<file path="src/rtl/wb_result_arbiter.sv">
// Writeback arbiter: per-pipe result FIFOs feeding one register-file write port.
// Define WB_ARB_STALL_CNT_EN to add saturating per-pipe stall counters.

module wb_result_fifo #(
  parameter int DEPTH  = 2,
  parameter int DATA_W = 32,
  parameter int REG_W  = 5
) (
  input  logic              clk,
  input  logic              rst_n,
  input  logic              push,
  input  logic [REG_W-1:0]  push_rd,
  input  logic [DATA_W-1:0] push_data,
  input  logic              pop,
  output logic              full,
  output logic              empty,
  output logic [REG_W-1:0]  head_rd,
  output logic [DATA_W-1:0] head_data
);
  localparam int AW = $clog2(DEPTH);

  logic [AW:0]                  wptr_q, wptr_d;
  logic [AW:0]                  rptr_q, rptr_d;
  logic [DEPTH-1:0][REG_W-1:0]  rd_mem;
  logic [DEPTH-1:0][DATA_W-1:0] data_mem;

  // Extra pointer bit distinguishes full from empty when the index bits match.
  assign empty = (wptr_q == rptr_q);
  assign full  = (wptr_q[AW] != rptr_q[AW]) && (wptr_q[AW-1:0] == rptr_q[AW-1:0]);

  assign head_rd   = rd_mem[rptr_q[AW-1:0]];
  assign head_data = data_mem[rptr_q[AW-1:0]];

  always_comb begin
    wptr_d = wptr_q;
    rptr_d = rptr_q;
    if (push) wptr_d = wptr_q + (AW+1)'(1);
    if (pop)  rptr_d = rptr_q + (AW+1)'(1);
  end

  always_ff @(posedge clk or negedge rst_n) begin
    if (!rst_n) begin
      wptr_q <= '0;
      rptr_q <= '0;
    end else begin
      wptr_q <= wptr_d;
      rptr_q <= rptr_d;
    end
  end

  // Storage needs no reset: pointers alone define what is valid.
  always_ff @(posedge clk) begin
    if (push) begin
      rd_mem[wptr_q[AW-1:0]]   <= push_rd;
      data_mem[wptr_q[AW-1:0]] <= push_data;
    end
  end
endmodule

module wb_result_arbiter #(
  parameter int NUM_PIPES  = 4,
  parameter int FIFO_DEPTH = 2,
  parameter int DATA_W     = 32,
  parameter int REG_W      = 5,
  parameter int RR_MODE    = 0
) (
  input  logic                          clk,
  input  logic                          rst_n,
  input  logic [NUM_PIPES-1:0]          in_valid,
  output logic [NUM_PIPES-1:0]          in_ready,
  input  logic [NUM_PIPES-1:0]          in_wr_en,
  input  logic [NUM_PIPES*REG_W-1:0]    in_rd,
  input  logic [NUM_PIPES*DATA_W-1:0]   in_data,
  output logic                          wb_wr_en,
  output logic [REG_W-1:0]              wb_rd,
  output logic [DATA_W-1:0]             wb_wr_data,
  output logic [NUM_PIPES-1:0]          wb_grant
`ifdef WB_ARB_STALL_CNT_EN
  ,
  output logic [NUM_PIPES*16-1:0]       stall_cnt
`endif
);
  localparam int PW = (NUM_PIPES > 1) ? $clog2(NUM_PIPES) : 1;

  logic [NUM_PIPES-1:0]              full, empty, push, gnt;
  logic [NUM_PIPES-1:0][REG_W-1:0]   head_rd;
  logic [NUM_PIPES-1:0][DATA_W-1:0]  head_data;
  logic [PW-1:0]                     win_idx;
  logic                              found;
  logic [REG_W-1:0]                  sel_rd;
  logic [DATA_W-1:0]                 sel_data;

  logic [PW-1:0]        rr_ptr_q, rr_ptr_d;
  logic                 wb_wr_en_q, wb_wr_en_d;
  logic [REG_W-1:0]     wb_rd_q, wb_rd_d;
  logic [DATA_W-1:0]    wb_data_q, wb_data_d;
  logic [NUM_PIPES-1:0] wb_grant_q, wb_grant_d;

  assign in_ready = ~full;

  for (genvar i = 0; i < NUM_PIPES; i++) begin : g_pipe
    // Results with no architectural write never occupy a slot.
    assign push[i] = in_valid[i] & ~full[i] & in_wr_en[i]
                   & (in_rd[i*REG_W +: REG_W] != '0);

    wb_result_fifo #(
      .DEPTH  (FIFO_DEPTH),
      .DATA_W (DATA_W),
      .REG_W  (REG_W)
    ) u_fifo (
      .clk       (clk),
      .rst_n     (rst_n),
      .push      (push[i]),
      .push_rd   (in_rd[i*REG_W +: REG_W]),
      .push_data (in_data[i*DATA_W +: DATA_W]),
      .pop       (gnt[i]),
      .full      (full[i]),
      .empty     (empty[i]),
      .head_rd   (head_rd[i]),
      .head_data (head_data[i])
    );
  end

  // Search order starts at 0 (fixed) or one past the last winner (round-robin).
  always_comb begin
    int idx;
    gnt     = '0;
    win_idx = '0;
    found   = 1'b0;
    idx     = 0;
    for (int k = 0; k < NUM_PIPES; k++) begin
      if (RR_MODE != 0) begin
        idx = int'(rr_ptr_q) + 1 + k;
        if (idx >= NUM_PIPES) idx = idx - NUM_PIPES;
      end else begin
        idx = k;
      end
      if (!found && !empty[idx]) begin
        found    = 1'b1;
        gnt[idx] = 1'b1;
        win_idx  = PW'(idx);
      end
    end
  end

  always_comb begin
    sel_rd   = '0;
    sel_data = '0;
    for (int k = 0; k < NUM_PIPES; k++) begin
      if (gnt[k]) begin
        sel_rd   = sel_rd | head_rd[k];
        sel_data = sel_data | head_data[k];
      end
    end
  end

  always_comb begin
    wb_wr_en_d = found;
    wb_grant_d = gnt;
    wb_rd_d    = wb_rd_q;
    wb_data_d  = wb_data_q;
    rr_ptr_d   = rr_ptr_q;
    if (found) begin
      wb_rd_d   = sel_rd;
      wb_data_d = sel_data;
      rr_ptr_d  = win_idx;
    end
  end

  always_ff @(posedge clk or negedge rst_n) begin
    if (!rst_n) begin
      rr_ptr_q   <= PW'(NUM_PIPES - 1);
      wb_wr_en_q <= 1'b0;
      wb_rd_q    <= '0;
      wb_data_q  <= '0;
      wb_grant_q <= '0;
    end else begin
      rr_ptr_q   <= rr_ptr_d;
      wb_wr_en_q <= wb_wr_en_d;
      wb_rd_q    <= wb_rd_d;
      wb_data_q  <= wb_data_d;
      wb_grant_q <= wb_grant_d;
    end
  end

  assign wb_wr_en   = wb_wr_en_q;
  assign wb_rd      = wb_rd_q;
  assign wb_wr_data = wb_data_q;
  assign wb_grant   = wb_grant_q;

`ifdef WB_ARB_STALL_CNT_EN
  logic [NUM_PIPES-1:0][15:0] stall_q, stall_d;

  // A pipe stalls when it has a result waiting but lost arbitration.
  always_comb begin
    stall_d = stall_q;
    for (int k = 0; k < NUM_PIPES; k++) begin
      if (!empty[k] && !gnt[k] && (stall_q[k] != 16'hFFFF))
        stall_d[k] = stall_q[k] + 16'd1;
    end
  end

  always_ff @(posedge clk or negedge rst_n) begin
    if (!rst_n) stall_q <= '0;
    else        stall_q <= stall_d;
  end

  assign stall_cnt = stall_q;
`endif
endmodule

</file>
<file path="config.mk">
export PLATFORM = sky130hd
export DESIGN_NAME = wb_result_arbiter
export DESIGN_NICKNAME = d
export VERILOG_FILES = /design/src/rtl/wb_result_arbiter.sv
export SDC_FILE = /design/constraint.sdc
export NUM_CORES = 1
export LEC_CHECK = 0
export ABC_AREA = 1
export BUFFER_PORTS_ARGS = -buffer_cell sky130_fd_sc_hd__buf_2
export CELL_PAD_IN_SITES_DETAIL_PLACEMENT = 1
export CELL_PAD_IN_SITES_GLOBAL_PLACEMENT = 1
export CORE_UTILIZATION = 38
export CTS_CLUSTER_SIZE = 40
export DETAILED_ROUTE_END_ITERATION = 6
export PLACE_DENSITY = 0.68
export REMOVE_ABC_BUFFERS = 1
export SLEW_MARGIN = 20
export SYNTH_ARGS = -nofsm -noshare
export SYNTH_HDL_FRONTEND = slang
export SYNTH_SLANG_ARGS = --single-unit
</file>
<file path="constraint.sdc">
create_clock -name clk -period 3.4 [get_ports clk]
set_input_delay 0.17 -clock clk [delete_from_list [all_inputs] [get_ports clk]]
set_output_delay 0.17 -clock clk [all_outputs]
set_load 0.1 [all_outputs]
</file>
==> impl_metrics.yaml, run 1 <==
power:
  ir_worst_vdd_mv: 0.571
  power_uw: 18500
  p_per_area_nw_per_um2: 980
  power.leakage_uw: 0.00781
global_route:
  antenna_found_initial: 1
  gr-usage-all-layers: 0.222
  grt_pass1_wl_mm: 64.3
  grt_max_degree: 77
  grt_overflow: 0
  grt_pass1_vias: 11300
floorplanning:
  core-area_um2: 36900
  io_pins: 204
  start_util: 0.390
  std_cell_rows: 70
  die_area_um2: 38600
  die_w_um: 196
  die_y_um: 196
layout:
  syn2layout_area_growth_pct: 31.4
  nNetsFinal: 1715
  layout.cells.non_filler: 2091
  drive_gt1_frac: 0.199
  n_antenna_cell: 0
  post-route-util: 0.512
setup_path:
  critPathKind: "flop to flop"
  rrSetupSlack_ps: 1010
  slowest_stage: "dfrtp_1"
  critPathMostFrequentCell: "nand2_1"
  cpPeakStageDelay_ps: 440
  worst_setup_path_start_kind: "flop"
  cp.arrival_ps: 2590
  worstPathCellList: "inv_1 > nand2_1 > nand2_1 > nand2_1 > nand4_1 > nor2_4 > buf_4"
  critPathMaxFanout: 27
  critPathRequiredTime_ps: 3600
  end_kind: "flop"
yosys:
  yosysUniqueCellTypes: 27
  ys_ff_latch: 354
  syn_area_per_cell_um2: 11.9
  yosysWarnings: 0
  yosysSeqAreaShare: 0.719
  syn_inst: 1211
  synth_area_um2: 14400
sta:
  fmax_mhz: 418
  clock_skew_ps: 15.3
  hold_viol_final: 0
  slew_violations: 0
  setup_ws_ps: 1010
  period_needed_ps: 2390
  grt_setup_unrepaired: "false"
  tightest_slew_ps: 1010
  max_slew_margin: 0.327
  finalSetupViolCount: 0
  finalCritPeriodShare: 0.704
clock_network:
  htree_num_levels: 2
  cts.sinks: 354
  cts_tree: "yes"
  cts_buffer_depth: 3
  clockRootBuffer: "clkbuf_16"
  clk_latency_ps: 550
  clkSlewWorstSetupHoldPaths_ps: 60
  cts_resized: 0
  cts_inserted_buffers: 41
route:
  wl_per_cell_um: 20.1
  drc: 0
  vias: 10400
  routed_wl_mm: 42.0
  drtPass1Iterations: 5
  viasPerCell: 5.00
  drt_iter0_drc: 524
  antenna_left: 0
flow_run:
  drv_cap: 0
placement:
  place_congestion: 0.786
  dp_cells: 1868
  dp_slack_ps: 1000
  port_buffers: 203
  hpwl_mm: 25.7
worst_hold_path:
  hold_path.class: "input port to flop"
outcome:
  status: "finished clean"
final timing paths:
| path | startpoint | endpoint | cells past startpoint |
|---|---|---|---|
| worst max register to register | g_pipe[1].u_fifo.wptr_q[0] | g_pipe[1].u_fifo.data_mem[13] | 7 |
| min in group asynchronous | rst_n | wb_grant[1] | 2 |
| max in group asynchronous | rst_n | wb_wr_data[26] | 3 |
| worst max-delay path | g_pipe[1].u_fifo.wptr_q[0] | g_pipe[1].u_fifo.data_mem[13] | 7 |
| worst min register to register | wb_rd[3] | wb_rd[3] | 2 |
| worst min-delay path | in_wr_en[3] | g_pipe[3].u_fifo.wptr_q[0] | 3 |
placed cells by master, fill, tap and decap left out, drive strengths merged:
cell / netlist / routed
a21boi: 1 / 1
buf: 59 / 225
bufinv: 0 / 8
clkbuf: 12 / 48
clkinv: 2 / 16
clkinvlp: 0 / 2
dfrtp: 58 / 58
dlygate4sd3: 0 / 149
edfxtp: 296 / 296
inv: 55 / 56
mux2i: 37 / 37
nand2: 377 / 377
nand2b: 1 / 1
nand3: 79 / 79
nand4: 78 / 78
nor2: 95 / 95
nor3: 4 / 4
o21ai: 43 / 43
xnor2: 6 / 6
xor2: 8 / 8
kinds of logic after synthesis:
family | after synthesis | share of synthesized area
xor+xnor | 14 | 0.00957
simple gates | 634 | 0.188
buf+inv | 128 | 0.0420
flops | 354 | 0.719
mux | 37 | 0.0258
compound gates | 44 | 0.0155
per-stage QoR:
| stage | hold slack, ps | area (um^2) | setup TNS [ps] |
|---|---|---|---|
| floorplan | -126 | 14000 | -362790 |
| global placement | 358 | 15900 | 0 |
| detailed placement | 362 | 15900 | 0 |
| finish | 142 | 18900 | 0 |
| CTS | 118 | 18900 | 0 |
| global route | 164 | 18900 | 0 |
layer usage:
layer  up-vias  share of wire  track usage
li1       4883              -            -
met1      5206           0.42        0.279
met2       288           0.50        0.394
met3        70          0.047       0.0332
met4         2          0.028       0.0692
met5         -        0.00031            0
synth_stat cells:
library cell  count  share of area
xnor2_2           2         0.0023
clkinv_1          2        0.00052
buf_2            44          0.015
edfxtp_1        296           0.62
mux2i_1          37          0.026
nor2_2            1        0.00044
nand3_2           1        0.00070
xor2_1            8         0.0049
clkbuf_1         12         0.0031
nor2_4            1        0.00078
nor2_1           93          0.024
nand2b_1          1        0.00044
nand3_1          78          0.027
buf_6             4         0.0031
nor3_1            4         0.0014
inv_2             6         0.0016
buf_1             1        0.00026
dfrtp_1          58           0.10
buf_4            10         0.0052
inv_1            49          0.013
o21ai_0          41          0.014
xnor2_1           4         0.0024
nand4_1          78          0.034
nand2_2           2        0.00087
o21ai_1           2        0.00070
a21boi_0          1        0.00052
nand2_1         375          0.098
layout make-up:
class                           count  area [um^2]
Multi-Input combinational cell    729         3510
Clock inverter                     25          328
Fill cell                        3891        18000
Sequential cell                   354        10300
Inverter                           57          214
Timing Repair Buffer              374         2750
Clock buffer                       48         1110
Tap cell                          504          631
worst max-delay path, delay by kind of cell (launching register included):
family | cells | cell delay [ps]
and+or+nand+nor | 5 | 980
buffers and inverters | 2 | 600
DFF | 1 | 440
sequential cells by signal, indices dropped and copies added, names as in the netlist:
signal	count
g_pipe.u_fifo.data_mem	256
g_pipe.u_fifo.rd_mem	40
g_pipe.u_fifo.rptr_q	8
g_pipe.u_fifo.wptr_q	8
wb_grant	4
wb_rd	5
wb_wr_data	32
wb_wr_en	1
where the power goes:
| part | internal [uW] | switching [uW] |
|---|---|---|
| clock network | 2940 | 1760 |
| registers | 5660 | 451 |
| logic | 1700 | 5990 |
repair_timing:
| item | CTS | global route |
|---|---|---|
| hold buffers | 149 | 0 |
| hold endpoints to repair | 332 | 0 |
| buffers inserted | 0 | 0 |
(Power assumes the default switching activity.)
==> run 2: changes to the inputs <==
- ABC_AREA: 1 -> 0
- clock period: 3.4 -> 2 ns (I/O delays scaled with it)
==> impl_metrics.yaml, run 2 <==
outcome:
  status: "finished clean"
sta:
  period_needed_ps: 1950
  hold_viol_final: 0
  grt_setup_unrepaired: "true"
  fmax_mhz: 513
  fin_setup_tns_ps: 0
  hold_slack_ps: 96.3
  max_slew_margin: 0.561
  finalCritPeriodShare: 0.976
  finalSetupViolCount: 0
  clock_skew_ps: 18.2
  setup_ws_ps: 48.9
  slew_violations: 0
  tightest_slew_ps: 659
yosys:
  synth_top_flop_cell: "edfxtp_1"
  synth_area_um2: 14300
  yosysSeqAreaShare: 0.721
  syn_area_per_cell_um2: 16.5
  synth_top_area_frac: 0.620
  async_flop_share: 0.164
  yosysWarnings: 0
  synth_area_leaders: "edfxtp_1 (62%), dfrtp_1 (10%), mux2i_1 (6.1%)"
  ys_ff_latch: 354
  synth_edf_count: 296
  yosysUniqueCellTypes: 44
  syn_inst: 871
  yosys.area.top_type: "edfxtp_1"
  yosys.cell_count.top_type: "edfxtp_1"
  synthTopCellsByCount: "edfxtp_1 (296), mux2i_1 (88), dfrtp_1 (58), mux2_2 (44), a21oi_1 (36)"
layout:
  drive_gt1_frac: 0.325
  final_common_cell: "edfxtp_1"
  n_antenna_cell: 0
  nNetsFinal: 1440
  layout_common_cells: "edfxtp_1 (296), buf_2 (198), dlygate4sd3_1 (149)"
  syn2layout_area_growth_pct: 35.8
  largest_reg_flops: 256
setup_path:
  r2r_start: "g_pipe[3].u_fifo.rptr_q[0]"
  critPathRequiredTime_ps: 1900
  critPathKind: "flop to output port"
  slowest_stage: "dfrtp_2"
  cpPeakStageDelay_ps: 490
  critical_path_depth: 5
  worst_setup_path_start_kind: "flop"
  critPathMaxFanout: 4
  rr_worst_depth: 4
  critPathTopFamily: "flip-flops"
  crit_buf_inv: 3
  worstPathCellList: "xor2_4 > nor2_4 > buf_4 > inv_1 > buf_12"
  cp.arrival_ps: 1850
  end_kind: "output port"
  crit_start: "g_pipe[1].u_fifo.wptr_q[0]"
clock_network:
  cts_tree: "yes"
  cts_inserted_buffers: 39
  clk_latency_ps: 540
  clkSlewWorstSetupHoldPaths_ps: 60
  cts.sinks: 354
  cts_buffer_depth: 3
  htree_num_levels: 2
  clockRootBuffer: "clkbuf_16"
floorplanning:
  die_y_um: 196
  die_area_um2: 38500
  start_util: 0.389
  io_pins: 204
  core-area_um2: 36900
  die_w_um: 196
  std_cell_rows: 70
route:
  drt_iter0_drc: 627
  drtPass1Iterations: 5
  vias: 9772
  viasPerCell: 5.38
  routed_wl_mm: 45.9
  drc: 0
  wl_per_cell_um: 25.3
  antenna_left: 0
global_route:
  grt_pass1_vias: 10800
  grt_max_degree: 41
  gr-usage-all-layers: 0.240
  grt_pass1_wl_mm: 67.7
  antenna_found_initial: 1
  grt_overflow: 0
power:
  power_uw: 35900
  power.leakage_uw: 0.00718
  p_per_area_nw_per_um2: 1840
  ir_worst_vdd_mv: 1.07
placement:
  port_buffers: 203
  place_congestion: 0.850
  hpwl_mm: 30.4
  dp_slack_ps: -297
worst_hold_path:
  hold_path.class: "input port to flop"
  hold_depth: 4
  worstHoldStart: "in_valid[0]"
flow_run:
  drv_cap: 0
## run 2: changes by cell type in the layout (fill, tap and decap cells not counted), moves of 36 or more
| cell | previous run | this run |
|---|---|---|
| nand2_1 | 375 | 6 |
| nand4_1 | 78 | 0 |
| nor2_1 | 84 | 6 |
| nand3_1 | 77 | 16 |
| mux2i_1 | 37 | 88 |
| mux2_2 | 0 | 44 |
| inv_1 | 49 | 6 |
| buf_4 | 18 | 59 |
| a21oi_1 | 0 | 36 |
## run 2: worst paths after layout
kind / slack (ps) / endpoint
setup / recovery: 50 / in_ready[1]
hold / removal: 100 / g_pipe[0].u_fifo.wptr_q[0]
setup reg to reg: 70 / wb_rd[2]
hold reg to reg: 490 / wb_rd[0]
max in group asynchronous: 1310 / wb_grant[2]
min in group asynchronous: 140 / wb_wr_data[17]
## run 2: what timing repair did
action,4_1_cts,5_1_grt
resized for setup,14,10
pin swaps,0,2
cloned,0,0
hold buffers,149,0
setup endpoints to repair,81,63
hold endpoints to repair,335,0
buffers inserted,2,3
## run 2: tightest hold or removal path: cells and delay by family
family / cells / cell delay [ps]
buffers and inverters: 1 / 90
XOR/XNOR: 1 / 150
AND/OR/NAND/NOR: 2 / 240
## run 2: cells by family after synthesis
family / synth area share
buffers and inverters: 0.0238
AO/OA/AOI/OAI: 0.0957
multiplexers: 0.0960
flip-flops: 0.721
AND/OR/NAND/NOR: 0.0395
XOR/XNOR: 0.0237
## run 2: cell type report
| cell class | count | area (um^2) |
|---|---|---|
| multi-input cells | 449 | 3830 |
| clock buffers | 61 | 1160 |
| fillers | 3556 | 17400 |
| well taps | 504 | 631 |
| inverters | 7 | 26.3 |
| flip-flops and latches | 354 | 10300 |
| repair buffers | 431 | 3410 |
| clock inverters | 9 | 65.1 |
## run 2: routing by layer
layer | part of all wire | GRT usage | up-vias
met5 | 0 | 0 | -
met4 | 0.043 | 0.104 | 0
met3 | 0.059 | 0.0366 | 99
met2 | 0.52 | 0.431 | 370
met1 | 0.38 | 0.285 | 4982
li1 | - | - | 4321
## run 2: per-stage QoR
step / util / cells / area [um^2]
after floorplan: - / 810 / 14000
after global placement: 0.450 / 1591 / 16600
after detailed placement: 0.450 / 1591 / 16600
after CTS: 0.526 / 1812 / 19400
after global routing: 0.528 / 1815 / 19500
final: 0.528 / 1815 / 19500
## run 2: power by group
group          switching (uW)  total [uW]  internal (uW)
registers                 899       10600           9750
clock network            2860        6970           4100
logic                   12200       18300           6110
total                   16000       35900          20000
==> run 3: changes to the inputs <==
- CTS_BUF_LIST: default -> sky130_fd_sc_hd__clkbuf_8
- PLACE_DENSITY: 0.68 -> 0.65
- clock period: 2 -> 2.14 ns (I/O delays scaled with it)
==> impl_metrics.yaml, run 3 (synthesized netlist as in run 2, its figures left out) <==
floorplanning:
  io_pins: 204
  std_cell_rows: 70
  core-area_um2: 36900
  start_util: 0.389
  die_y_um: 196
  die_area_um2: 38500
  die_w_um: 196
clock_network:
  clockRootBuffer: "clkbuf_8"
  cts.sinks: 354
  cts_tree: "yes"
  clk_latency_ps: 610
  cts_inserted_buffers: 58
  cts_buffer_depth: 3
  clkSlewWorstSetupHoldPaths_ps: 60
  htree_num_levels: 2
sta:
  finalCritPeriodShare: 0.944
  period_needed_ps: 2020
  fmax_mhz: 495
  clock_skew_ps: 18.5
  max_slew_margin: 0.627
  tightest_slew_ps: 558
  grt_setup_unrepaired: "false"
  hold_viol_final: 0
  fin_setup_tns_ps: 0
  finalSetupViolCount: 0
  setup_ws_ps: 119
  slew_violations: 0
route:
  drc: 0
  routed_wl_mm: 43.5
  wl_per_cell_um: 23.5
  drt_iter0_drc: 526
  antenna_left: 0
  viasPerCell: 5.21
  vias: 9647
  drtPass1Iterations: 6
placement:
  place_congestion: 0.795
  hpwl_mm: 29.3
  port_buffers: 203
  dp_slack_ps: 57.2
layout:
  layout_common_cells: "edfxtp_1 (296), buf_2 (199), dlygate4sd3_1 (154)"
  drive_gt1_frac: 0.321
  syn2layout_area_growth_pct: 34.3
  nNetsFinal: 1457
  final_common_cell: "edfxtp_1"
  largest_reg_flops: 256
  n_antenna_cell: 0
global_route:
  grt_pass1_vias: 10700
  antenna_found_initial: 0
  grt_max_degree: 56
  gr-usage-all-layers: 0.229
  grt_overflow: 0
  grt_pass1_wl_mm: 65.0
setup_path:
  worst_setup_path_start_kind: "flop"
  r2r-end: "g_pipe[3].u_fifo.data_mem[36]"
  crit_start: "g_pipe[2].u_fifo.wptr_q[0]"
  end_kind: "output port"
  critPathMaxFanout: 6
  r2r_start: "g_pipe[3].u_fifo.wptr_q[0]"
  critPathKind: "flop to output port"
  rr_worst_depth: 5
  cp.arrival_ps: 1910
  critPathRequiredTime_ps: 2030
  worstPathCellList: "xor2_2 > nor2_4 > inv_1 > buf_12"
  cpPeakStageDelay_ps: 490
  rrSetupSlack_ps: 150
  slowest_stage: "dfrtp_2"
worst_hold_path:
  hold_path.class: "input port to asynchronous set/reset pin"
power:
  power.leakage_uw: 0.00720
  ir_worst_vdd_mv: 0.841
  p_per_area_nw_per_um2: 1660
flow_run:
  drv_cap: 0
outcome:
  status: "finished clean"
[run 3: metrics by stage]
stage / instances / utilization / area, um^2 / power (uW) / hold slack [ps]
finish: 1852 / 0.522 / 19200 / 32000 / 58.0
global route: 1852 / 0.522 / 19200 / 33500 / 66.4
CTS: 1843 / 0.520 / 19200 / 32000 / 35.9
detailed placement: 1580 / 0.446 / 16500 / 25900 / 18.5
global placement: 1580 / 0.446 / 16500 / 25500 / 23.7
floorplan: 810 / - / 14000 / 19800 / -189
[run 3: how the worst max path moves through the flow]
| stage | cells after the start | endpoint |
|---|---|---|
| 3_5_place_dp | 5 | wb_wr_data[2] |
| 6_report | 4 | in_ready[2] |
| 2_1_floorplan | 3 | g_pipe[1].u_fifo.data_mem[0] |
| 4_1_cts | 6 | in_ready[1] |
| 5_1_grt | 4 | in_ready[2] |
| 3_3_place_gp | 5 | wb_rd[3] |
[run 3: layout make-up]
cell class | instances | area (um^2)
multi-input combinational | 449 | 3770
inverter | 7 | 26.3
sequential | 354 | 10300
fill | 3616 | 17600
timing repair buffer | 429 | 3320
tap | 504 | 631
clock buffer | 71 | 977
clock inverter | 38 | 173
[run 3: power breakdown]
group / internal (uW) / switching [uW]
Sequential: 9110 / 854
Combinational: 5370 / 10900
Clock: 3100 / 2680
[run 3: per-layer routing]
layer / wire, um / up-vias / GRT usage
met2: 23200 / 293 / 0.421
met5: 0 / - / 0
met1: 17000 / 4923 / 0.268
met4: 1350 / 0 / 0.0828
met3: 1990 / 74 / 0.0371
li1: - / 4357 / -
[run 3: worst max-delay path, delay by kind of cell (launching register included)]
kind                   cells  cell delay [ps]
flip-flops                 1              490
buffers and inverters      2              340
XOR/XNOR                   1              390
AND/OR/NAND/NOR            1               90
[run 3: what timing repair did]
action | in CTS | in global routing
pin swaps | 1 | 3
endpoints found under the hold margin | 344 | 0
cloned | 0 | 0
gates resized for setup | 6 | 4
buffers inserted | 0 | 9
hold buffers | 154 | 0
setup endpoints to repair | 4 | 34
